**src/rtl/ysyx_24080014_pkg.sv**
```systemverilog
// Shared constants for the NPC register file / M-mode CSR block:
// CSR addresses, CSR op encoding, mstatus layout and ID values.
package ysyx_24080014_pkg;

   typedef enum logic [1:0] {
      CSR_NONE = 2'b00,
      CSR_RW   = 2'b01,
      CSR_RS   = 2'b10,
      CSR_RC   = 2'b11
   } csr_op_e;

   localparam logic [11:0] CSR_MSTATUS   = 12'h300;
   localparam logic [11:0] CSR_MTVEC     = 12'h305;
   localparam logic [11:0] CSR_MEPC      = 12'h341;
   localparam logic [11:0] CSR_MCAUSE    = 12'h342;
   localparam logic [11:0] CSR_MCYCLE    = 12'hB00;
   localparam logic [11:0] CSR_MINSTRET  = 12'hB02;
   localparam logic [11:0] CSR_MCYCLEH   = 12'hB80;
   localparam logic [11:0] CSR_MINSTRETH = 12'hB82;
   localparam logic [11:0] CSR_MVENDORID = 12'hF11;
   localparam logic [11:0] CSR_MARCHID   = 12'hF12;

   localparam int MSTATUS_MIE  = 3;
   localparam int MSTATUS_MPIE = 7;

   localparam logic [31:0] MSTATUS_RST   = 32'h0000_1800;
   localparam logic [31:0] MSTATUS_WMASK = 32'h0000_0088;
   localparam logic [31:0] MVENDORID     = 32'h7973_7978;
   localparam logic [31:0] MARCHID       = 32'd24080014;

   function automatic logic [31:0] csr_apply(input csr_op_e op, input logic [31:0] old,
                                             input logic [31:0] operand);
      logic [31:0] res;
      case (op)
         CSR_RW:  res = operand;
         CSR_RS:  res = old | operand;
         CSR_RC:  res = old & ~operand;
         default: res = old;
      endcase
      return res;
   endfunction

endpackage

```
**src/rtl/ysyx_24080014_regfile_csr_if.sv**
```systemverilog
// Decode/execute-side bus of the register file / CSR block.
// master = core pipeline, slave = ysyx_24080014_regfile_csr.
interface ysyx_24080014_regfile_csr_if #(
   parameter int XLEN = 32,
   parameter int NREG = 32,
   parameter int NRD  = 2
);
   localparam int AW = $clog2(NREG);

   logic [NRD*AW-1:0]   rs_addr;
   logic [NRD*XLEN-1:0] rs_data;
   logic                wr_en;
   logic [AW-1:0]       wr_addr;
   logic [XLEN-1:0]     wr_data;
   logic [1:0]          csr_op;
   logic [11:0]         csr_addr;
   logic [XLEN-1:0]     csr_wdata;
   logic [XLEN-1:0]     csr_rdata;
   logic                csr_illegal;
   logic                trap_valid;
   logic [XLEN-1:0]     trap_cause;
   logic [XLEN-1:0]     trap_pc;
   logic                mret_valid;
   logic                instret_inc;
   logic                redirect_valid;
   logic [XLEN-1:0]     redirect_pc;

   modport master (
      output rs_addr, wr_en, wr_addr, wr_data, csr_op, csr_addr, csr_wdata,
             trap_valid, trap_cause, trap_pc, mret_valid, instret_inc,
      input  rs_data, csr_rdata, csr_illegal, redirect_valid, redirect_pc
   );

   modport slave (
      input  rs_addr, wr_en, wr_addr, wr_data, csr_op, csr_addr, csr_wdata,
             trap_valid, trap_cause, trap_pc, mret_valid, instret_inc,
      output rs_data, csr_rdata, csr_illegal, redirect_valid, redirect_pc
   );

endinterface

```
**src/rtl/ysyx_24080014_csr_file.sv**
```systemverilog
// M-mode CSRs, 64-bit cycle/instret counters, ecall/mret sequencing and
// the registered one-cycle PC redirect. Priority: trap > mret > CSR write.
module ysyx_24080014_csr_file
   import ysyx_24080014_pkg::*;
#(
   parameter int XLEN = 32
) (
   input  logic            clk,
   input  logic            rst_n,
   input  logic [1:0]      csr_op,
   input  logic [11:0]     csr_addr,
   input  logic [XLEN-1:0] csr_wdata,
   output logic [XLEN-1:0] csr_rdata,
   output logic            csr_illegal,
   input  logic            trap_valid,
   input  logic [XLEN-1:0] trap_cause,
   input  logic [XLEN-1:0] trap_pc,
   input  logic            mret_valid,
   input  logic            instret_inc,
   output logic            redirect_valid,
   output logic [XLEN-1:0] redirect_pc
);

   logic [XLEN-1:0] mstatus_q, mstatus_d;
   logic [XLEN-1:0] mtvec_q, mtvec_d;
   logic [XLEN-1:0] mepc_q, mepc_d;
   logic [XLEN-1:0] mcause_q, mcause_d;
   logic [63:0]     mcycle_q, mcycle_d;
   logic [63:0]     minstret_q, minstret_d;
   logic            redirect_valid_q, redirect_valid_d;
   logic [XLEN-1:0] redirect_pc_q, redirect_pc_d;

   csr_op_e         op_s;
   logic            mapped_s;
   logic            ro_s;
   logic            wr_req_s;
   logic            illegal_s;
   logic            do_write_s;
   logic [XLEN-1:0] old_s;
   logic [XLEN-1:0] new_s;

   assign op_s = csr_op_e'(csr_op);

   // Address decode and old-value read mux
   always_comb begin
      mapped_s = 1'b1;
      ro_s     = 1'b0;
      old_s    = '0;
      case (csr_addr)
         CSR_MSTATUS:   old_s = mstatus_q;
         CSR_MTVEC:     old_s = mtvec_q;
         CSR_MEPC:      old_s = mepc_q;
         CSR_MCAUSE:    old_s = mcause_q;
         CSR_MCYCLE:    old_s = mcycle_q[31:0];
         CSR_MCYCLEH:   old_s = mcycle_q[63:32];
         CSR_MINSTRET:  old_s = minstret_q[31:0];
         CSR_MINSTRETH: old_s = minstret_q[63:32];
         CSR_MVENDORID: begin
            old_s = MVENDORID;
            ro_s  = 1'b1;
         end
         CSR_MARCHID: begin
            old_s = MARCHID;
            ro_s  = 1'b1;
         end
         default:       mapped_s = 1'b0;
      endcase
   end

   // RS/RC with a zero operand is a pure read and never modifies state
   assign wr_req_s   = (op_s == CSR_RW) ||
                       (((op_s == CSR_RS) || (op_s == CSR_RC)) && (csr_wdata != '0));
   assign illegal_s  = ((op_s != CSR_NONE) && !mapped_s) || (ro_s && wr_req_s);
   assign do_write_s = wr_req_s && mapped_s && !ro_s && !trap_valid && !mret_valid;
   assign new_s      = csr_apply(op_s, old_s, csr_wdata);

   // Next-state for CSRs, counters and redirect
   always_comb begin
      mstatus_d        = mstatus_q;
      mtvec_d          = mtvec_q;
      mepc_d           = mepc_q;
      mcause_d         = mcause_q;
      mcycle_d         = mcycle_q + 64'd1;
      minstret_d       = minstret_q + {63'd0, instret_inc};
      redirect_valid_d = 1'b0;
      redirect_pc_d    = redirect_pc_q;
      if (trap_valid) begin
         mepc_d                 = {trap_pc[XLEN-1:2], 2'b00};
         mcause_d               = trap_cause;
         mstatus_d[MSTATUS_MPIE] = mstatus_q[MSTATUS_MIE];
         mstatus_d[MSTATUS_MIE]  = 1'b0;
         redirect_valid_d       = 1'b1;
         redirect_pc_d          = {mtvec_q[XLEN-1:2], 2'b00};
      end else if (mret_valid) begin
         mstatus_d[MSTATUS_MIE]  = mstatus_q[MSTATUS_MPIE];
         mstatus_d[MSTATUS_MPIE] = 1'b1;
         redirect_valid_d       = 1'b1;
         redirect_pc_d          = mepc_q;
      end else if (do_write_s) begin
         case (csr_addr)
            CSR_MSTATUS:   mstatus_d  = (new_s & MSTATUS_WMASK) | MSTATUS_RST;
            CSR_MTVEC:     mtvec_d    = {new_s[XLEN-1:2], 2'b00};
            CSR_MEPC:      mepc_d     = {new_s[XLEN-1:2], 2'b00};
            CSR_MCAUSE:    mcause_d   = new_s;
            CSR_MCYCLE:    mcycle_d   = {mcycle_q[63:32], new_s};
            CSR_MCYCLEH:   mcycle_d   = {new_s, mcycle_q[31:0]};
            CSR_MINSTRET:  minstret_d = {minstret_q[63:32], new_s};
            CSR_MINSTRETH: minstret_d = {new_s, minstret_q[31:0]};
            default:       mcause_d   = mcause_q;
         endcase
      end else begin
         mstatus_d = mstatus_q;
      end
   end

   // State registers
   always_ff @(posedge clk or negedge rst_n) begin
      if (!rst_n) begin
         mstatus_q        <= MSTATUS_RST;
         mtvec_q          <= '0;
         mepc_q           <= '0;
         mcause_q         <= '0;
         mcycle_q         <= 64'd0;
         minstret_q       <= 64'd0;
         redirect_valid_q <= 1'b0;
         redirect_pc_q    <= '0;
      end else begin
         mstatus_q        <= mstatus_d;
         mtvec_q          <= mtvec_d;
         mepc_q           <= mepc_d;
         mcause_q         <= mcause_d;
         mcycle_q         <= mcycle_d;
         minstret_q       <= minstret_d;
         redirect_valid_q <= redirect_valid_d;
         redirect_pc_q    <= redirect_pc_d;
      end
   end

   assign csr_rdata      = illegal_s ? '0 : old_s;
   assign csr_illegal    = illegal_s;
   assign redirect_valid = redirect_valid_q;
   assign redirect_pc    = redirect_pc_q;

endmodule

```
**src/rtl/ysyx_24080014_regfile_csr.sv**
```systemverilog
// GPR array with NRD combinational read ports plus the M-mode CSR file.
// Define YSYX_24080014_GPR_BYPASS_EN to forward same-cycle writeback data to reads.
module ysyx_24080014_regfile_csr
   import ysyx_24080014_pkg::*;
#(
   parameter int XLEN = 32,
   parameter int NREG = 32,
   parameter int NRD  = 2
) (
   input logic                    clk,
   input logic                    rst_n,
   ysyx_24080014_regfile_csr_if.slave bus
);

   localparam int AW = $clog2(NREG);

   logic [XLEN-1:0]     gpr_q [NREG];
   logic [XLEN-1:0]     gpr_d [NREG];
   logic [NRD*XLEN-1:0] rs_data_s;

   // Writeback; x0 is never stored
   always_comb begin
      gpr_d = gpr_q;
      if (bus.wr_en && (bus.wr_addr != AW'(0))) begin
         gpr_d[bus.wr_addr] = bus.wr_data;
      end else begin
         gpr_d = gpr_q;
      end
   end

   // GPR storage
   always_ff @(posedge clk or negedge rst_n) begin
      if (!rst_n) begin
         gpr_q <= '{default: '0};
      end else begin
         gpr_q <= gpr_d;
      end
   end

   // Read ports
   always_comb begin
      rs_data_s = '0;
      for (int k = 0; k < NRD; k++) begin
         if (bus.rs_addr[k*AW +: AW] == AW'(0)) begin
            rs_data_s[k*XLEN +: XLEN] = '0;
`ifdef YSYX_24080014_GPR_BYPASS_EN
         end else if (bus.wr_en && (bus.rs_addr[k*AW +: AW] == bus.wr_addr)) begin
            rs_data_s[k*XLEN +: XLEN] = bus.wr_data;
`endif
         end else begin
            rs_data_s[k*XLEN +: XLEN] = gpr_q[bus.rs_addr[k*AW +: AW]];
         end
      end
   end

   assign bus.rs_data = rs_data_s;

   ysyx_24080014_csr_file #(
      .XLEN(XLEN)
   ) u_csr_file (
      .clk           (clk),
      .rst_n         (rst_n),
      .csr_op        (bus.csr_op),
      .csr_addr      (bus.csr_addr),
      .csr_wdata     (bus.csr_wdata),
      .csr_rdata     (bus.csr_rdata),
      .csr_illegal   (bus.csr_illegal),
      .trap_valid    (bus.trap_valid),
      .trap_cause    (bus.trap_cause),
      .trap_pc       (bus.trap_pc),
      .mret_valid    (bus.mret_valid),
      .instret_inc   (bus.instret_inc),
      .redirect_valid(bus.redirect_valid),
      .redirect_pc   (bus.redirect_pc)
   );

endmodule

```
**src/flat_wrapper.sv**
```systemverilog
// flat-port wrapper written by rule: the top's interface ports become plain ports
module ysyx_24080014_regfile_csr_flat import ysyx_24080014_pkg::*;
#(
   parameter int XLEN = 32,
   parameter int NREG = 32,
   parameter int NRD  = 2
)
  (clk, rst_n, bus_rs_addr, bus_wr_en, bus_wr_addr, bus_wr_data, bus_csr_op, bus_csr_addr, bus_csr_wdata, bus_trap_valid, bus_trap_cause, bus_trap_pc, bus_mret_valid, bus_instret_inc, bus_rs_data, bus_csr_rdata, bus_csr_illegal, bus_redirect_valid, bus_redirect_pc);
  ysyx_24080014_regfile_csr_if #(.XLEN(XLEN), .NREG(NREG), .NRD(NRD)) bus_i ();
  input logic clk;
  input logic rst_n;
  input wire logic [$bits(bus_i.rs_addr)-1:0] bus_rs_addr;
  input wire logic [$bits(bus_i.wr_en)-1:0] bus_wr_en;
  input wire logic [$bits(bus_i.wr_addr)-1:0] bus_wr_addr;
  input wire logic [$bits(bus_i.wr_data)-1:0] bus_wr_data;
  input wire logic [$bits(bus_i.csr_op)-1:0] bus_csr_op;
  input wire logic [$bits(bus_i.csr_addr)-1:0] bus_csr_addr;
  input wire logic [$bits(bus_i.csr_wdata)-1:0] bus_csr_wdata;
  input wire logic [$bits(bus_i.trap_valid)-1:0] bus_trap_valid;
  input wire logic [$bits(bus_i.trap_cause)-1:0] bus_trap_cause;
  input wire logic [$bits(bus_i.trap_pc)-1:0] bus_trap_pc;
  input wire logic [$bits(bus_i.mret_valid)-1:0] bus_mret_valid;
  input wire logic [$bits(bus_i.instret_inc)-1:0] bus_instret_inc;
  output wire logic [$bits(bus_i.rs_data)-1:0] bus_rs_data;
  output wire logic [$bits(bus_i.csr_rdata)-1:0] bus_csr_rdata;
  output wire logic [$bits(bus_i.csr_illegal)-1:0] bus_csr_illegal;
  output wire logic [$bits(bus_i.redirect_valid)-1:0] bus_redirect_valid;
  output wire logic [$bits(bus_i.redirect_pc)-1:0] bus_redirect_pc;
  assign bus_i.rs_addr = bus_rs_addr;
  assign bus_i.wr_en = bus_wr_en;
  assign bus_i.wr_addr = bus_wr_addr;
  assign bus_i.wr_data = bus_wr_data;
  assign bus_i.csr_op = bus_csr_op;
  assign bus_i.csr_addr = bus_csr_addr;
  assign bus_i.csr_wdata = bus_csr_wdata;
  assign bus_i.trap_valid = bus_trap_valid;
  assign bus_i.trap_cause = bus_trap_cause;
  assign bus_i.trap_pc = bus_trap_pc;
  assign bus_i.mret_valid = bus_mret_valid;
  assign bus_i.instret_inc = bus_instret_inc;
  assign bus_rs_data = bus_i.rs_data;
  assign bus_csr_rdata = bus_i.csr_rdata;
  assign bus_csr_illegal = bus_i.csr_illegal;
  assign bus_redirect_valid = bus_i.redirect_valid;
  assign bus_redirect_pc = bus_i.redirect_pc;
  ysyx_24080014_regfile_csr #(.XLEN(XLEN), .NREG(NREG), .NRD(NRD)) u_core (.clk(clk), .rst_n(rst_n), .bus(bus_i));
endmodule
```
**config.mk**
```make
export PLATFORM = sky130hd
export DESIGN_NAME = ysyx_24080014_regfile_csr_flat
export DESIGN_NICKNAME = d
export VERILOG_FILES = /design/src/rtl/ysyx_24080014_pkg.sv /design/src/rtl/ysyx_24080014_regfile_csr_if.sv /design/src/rtl/ysyx_24080014_csr_file.sv /design/src/rtl/ysyx_24080014_regfile_csr.sv /design/src/flat_wrapper.sv
export SDC_FILE = /design/constraint.sdc
export NUM_CORES = 2
export LEC_CHECK = 0
export ABC_AREA = 0
export CORE_MARGIN = 10
export CORE_UTILIZATION = 60
export DETAILED_ROUTE_END_ITERATION = 7
export PLACE_DENSITY_LB_ADDON = 0.08
export SYNTH_ARGS = -nofsm -noshare
export SYNTH_HDL_FRONTEND = slang
export SYNTH_SLANG_ARGS = --single-unit
```
**constraint.sdc**
```tcl
create_clock -name clk -period 4.2 [get_ports clk]
set_input_delay 0.84 -clock clk [delete_from_list [all_inputs] [get_ports clk]]
set_output_delay 0.84 -clock clk [all_outputs]
set_load 0.02 [all_outputs]
```
==> results.cfg <==
[synth]
synthesis.area_mm2 = 0.07025
synth_top_area_cell = dfrtp_1
yosysTopAreaCellShare = 0.4549
ys.flop_type = dfrtp_1
synth-seq-area-share = 0.4549
syn_avg_cell_area_um2 = 13.70
synth_edf_count = 0
synth.distinct_cells = 101
ys_warn_count = 0
ys_ff_latch = 1277
synthCells = 5128
synth.area.top_cells = dfrtp_1 (45%), mux4_2 (21%), mux2_2 (16%)
synthArstFlopShare = 1.000

[clocking]
clk_pin_slew_ps = 60
clk_path_buf_depth = 3
numCtsBuffers = 137
clkLatencyLatePin_ps = 760
cts.sinks = 1277
htreeDepth = 4
root_buffer = clkbuf_16
cts_tree = built

[floorplan]
core_mm2 = 0.1162
die_w_um = 362.2
die_y_um = 362.2
start_util = 0.6045
die_area_mm2 = 0.1312
num_rows = 125
ioPinCount = 293

[sta]
hold_violations = 0
worst_pin_slew_ps = 1279
layout_setup_ws_ps = 24.27
fin_crit_sh = 0.9942
max_clock_freq_ghz = 0.2395
maxSlewViolCount = 0
setup_violations = 0
min_period_ps = 4176
rsz0062_at_grt = yes
fin_skew_ps = 12.45
slew_headroom = 0.1381

[setup_path]
ff2ff_setup_slack_ps = 1110
end_kind = output port
r2r-end = u_core.u_csr_file.mcycle_q[53]
r2r_start = u_core.u_csr_file.mcycle_q[1]
cp.arrival_ps = 3340
critPathKind = in2out
startpoint_type = input port
required_ps = 3360
cp_max_fo = 8
reg2reg_depth = 7

[grt]
antenna_found_initial = 11
grt_use_met1 = 0.5122
met3_usage = 0.08611
grtUsageTotal = 0.3734
grt_overflow = 0
grt_max_degree = 114
grt_pass1_vias = 52160
grt_pass1_wl_mm = 361.7
met2_usage = 0.5674
top_usage_layer = met2

[placed_design]
gp_congestion = 1.021
placed_area_mm2 = 0.07868
place_hpwl_mm = 163.4
place_ws_ps = -653.0
portBuffers = 288

[route]
vias_per_cell = 7.138
drt_iter0_drc = 6125
avgRoutedWirePerCell_um = 34.35
drc = 0
routed_wl_mm = 246.6
vias = 51250
postRouteAntennaNets = 0
drt_pre_antenna_iters = 6

[power_and_ir_drop]
powerDensity_mw_per_mm2 = 428.7
ir_drop_v = 0.0004108
p_leak_nw = 36.22

[finish]
layout_commonest_cell = dfrtp_1
final_nets = 5714
seqCellArea_mm2 = 0.03196
fillers = 7703
design_area_mm2 = 0.08381
most-common-layout-cells = dfrtp_1 (1277), mux2_2 (995), mux4_2 (640)
layout-area-overhead-vs-synth_pct = 19.31
drive_gt1_frac = 0.4512
final_util = 0.7212
multi_input_area_mm2 = 0.03649

[outcome]
status = finished clean

[worst_hold_path]
worstHoldPathType = in2async

[run]
cap_violations = 0
what timing repair did:
item | in CTS | in global routing
endpoints found under the setup margin | 47 | 65
pin swaps | 2 | 4
gates cloned | 2 | 3
setup buffers | 0 | 16
resized for setup | 84 | 78
hold buffers | 0 | 0
critical path: stages:
cell and delay, ps:
clkdlybuf4s50_1 480, or4b_1 550, buf_4 210, nor3_2 200, buf_4 200, a22o_1 210
a2111oi_1 70, buf_4 170, nor2_1 80, clkdlybuf4s15_1 320
flip-flops by register name, indices dropped and copies added, names as in the netlist:
signal / cells
u_core.u_csr_file.mtvec_q: 30
u_core.u_csr_file.mcause_q: 32
u_core.gpr_q: 1024
u_core.u_csr_file.redirect_pc: 30
u_core.u_csr_file.mepc_q: 30
u_core.u_csr_file.minstret_q: 64
u_core.u_csr_file.redirect_valid: 1
u_core.u_csr_file.mcycle_q: 64
u_core.u_csr_file.mstatus_q: 2
routing by layer:
layer	up-vias	part of all wire
met5	-	0.00027
met3	656	0.095
li1	20730	-
met1	27040	0.39
met2	2817	0.46
met4	10	0.053
stage by stage:
step	total power, mW	setup TNS (ps)	instances	hold WS (ps)
final	35.93	0	7179	74.88
after global routing	37.16	-175.4	7177	117.2
after CTS	35.94	-0.9615	7157	53.54
after detailed placement	23.45	-10880	6912	382.3
after global placement	23.04	-10780	6912	376.5
after floorplan	20.53	0	5129	438.4
cell type report:
cell class,instances,area share
well taps,1524,0.02275
repair buffers,821,0.1045
diodes,3,0.00008957
clock inverters,53,0.007733
inverters,20,0.0008957
clock buffers,190,0.04735
flip-flops and latches,1277,0.3813
multi-input cells,3291,0.4354
synthesized netlist by cell type (7+ instances only):
library cell and instances:
o22ai_1 27, dfrtp_1 1277, a41oi_1 9, a21oi_2 7, nand4_1 52, o211ai_1 28, inv_1 20, or3_1 16
nor2_1 217, a22oi_1 94, nor4b_1 7, mux4_2 640, buf_4 14, xnor2_1 41, nand2_1 218, and4_1 11
o221ai_1 21, mux2i_1 121, mux2_2 995, o21ai_1 18, nor2b_1 20, and2_1 13, nand3_1 73, a211oi_1 23
and3_1 38, a221oi_1 7, nand3b_1 8, a221o_1 10, a21oi_1 89, or2_2 8, a31oi_1 21, or4_1 7
buf_1 111, o21ai_0 170, nor4_1 25, clkbuf_1 356, a22o_1 30, nor3_1 54, nor3b_1 11, buf_2 55
a21o_1 8, nand4b_1 8
worst max path at each step:
stage | from | end | slack, ps
floorplan | bus_rs_addr[0] | bus_rs_data[10] | 290
global route | bus_csr_addr[0] | bus_csr_rdata[29] | -130
CTS | bus_rs_addr[5] | bus_rs_data[56] | -1
finish | bus_csr_addr[3] | bus_csr_rdata[29] | 20
detailed placement | bus_csr_addr[1] | bus_csr_rdata[5] | -650
global placement | bus_csr_addr[1] | bus_csr_rdata[5] | -660
logic make-up after synthesis:
logic type,Yosys count,share of synthesized area
multiplexers,1756,0.3819
AND/OR/NAND/NOR,839,0.06175
buffers and inverters,561,0.03229
XOR/XNOR,46,0.005735
flip-flops,1277,0.4549
AO/OA/AOI/OAI,645,0.06279
other,1,0.00005338
adder cells (fa/ha/maj),3,0.0005344
report_power, final:
group	switching (mW)	internal, mW
Combinational	2.99	4.56
Sequential	1.59	14.3
Clock	5.25	7.26
Total	9.83	26.1
(Power assumes the default switching activity.)
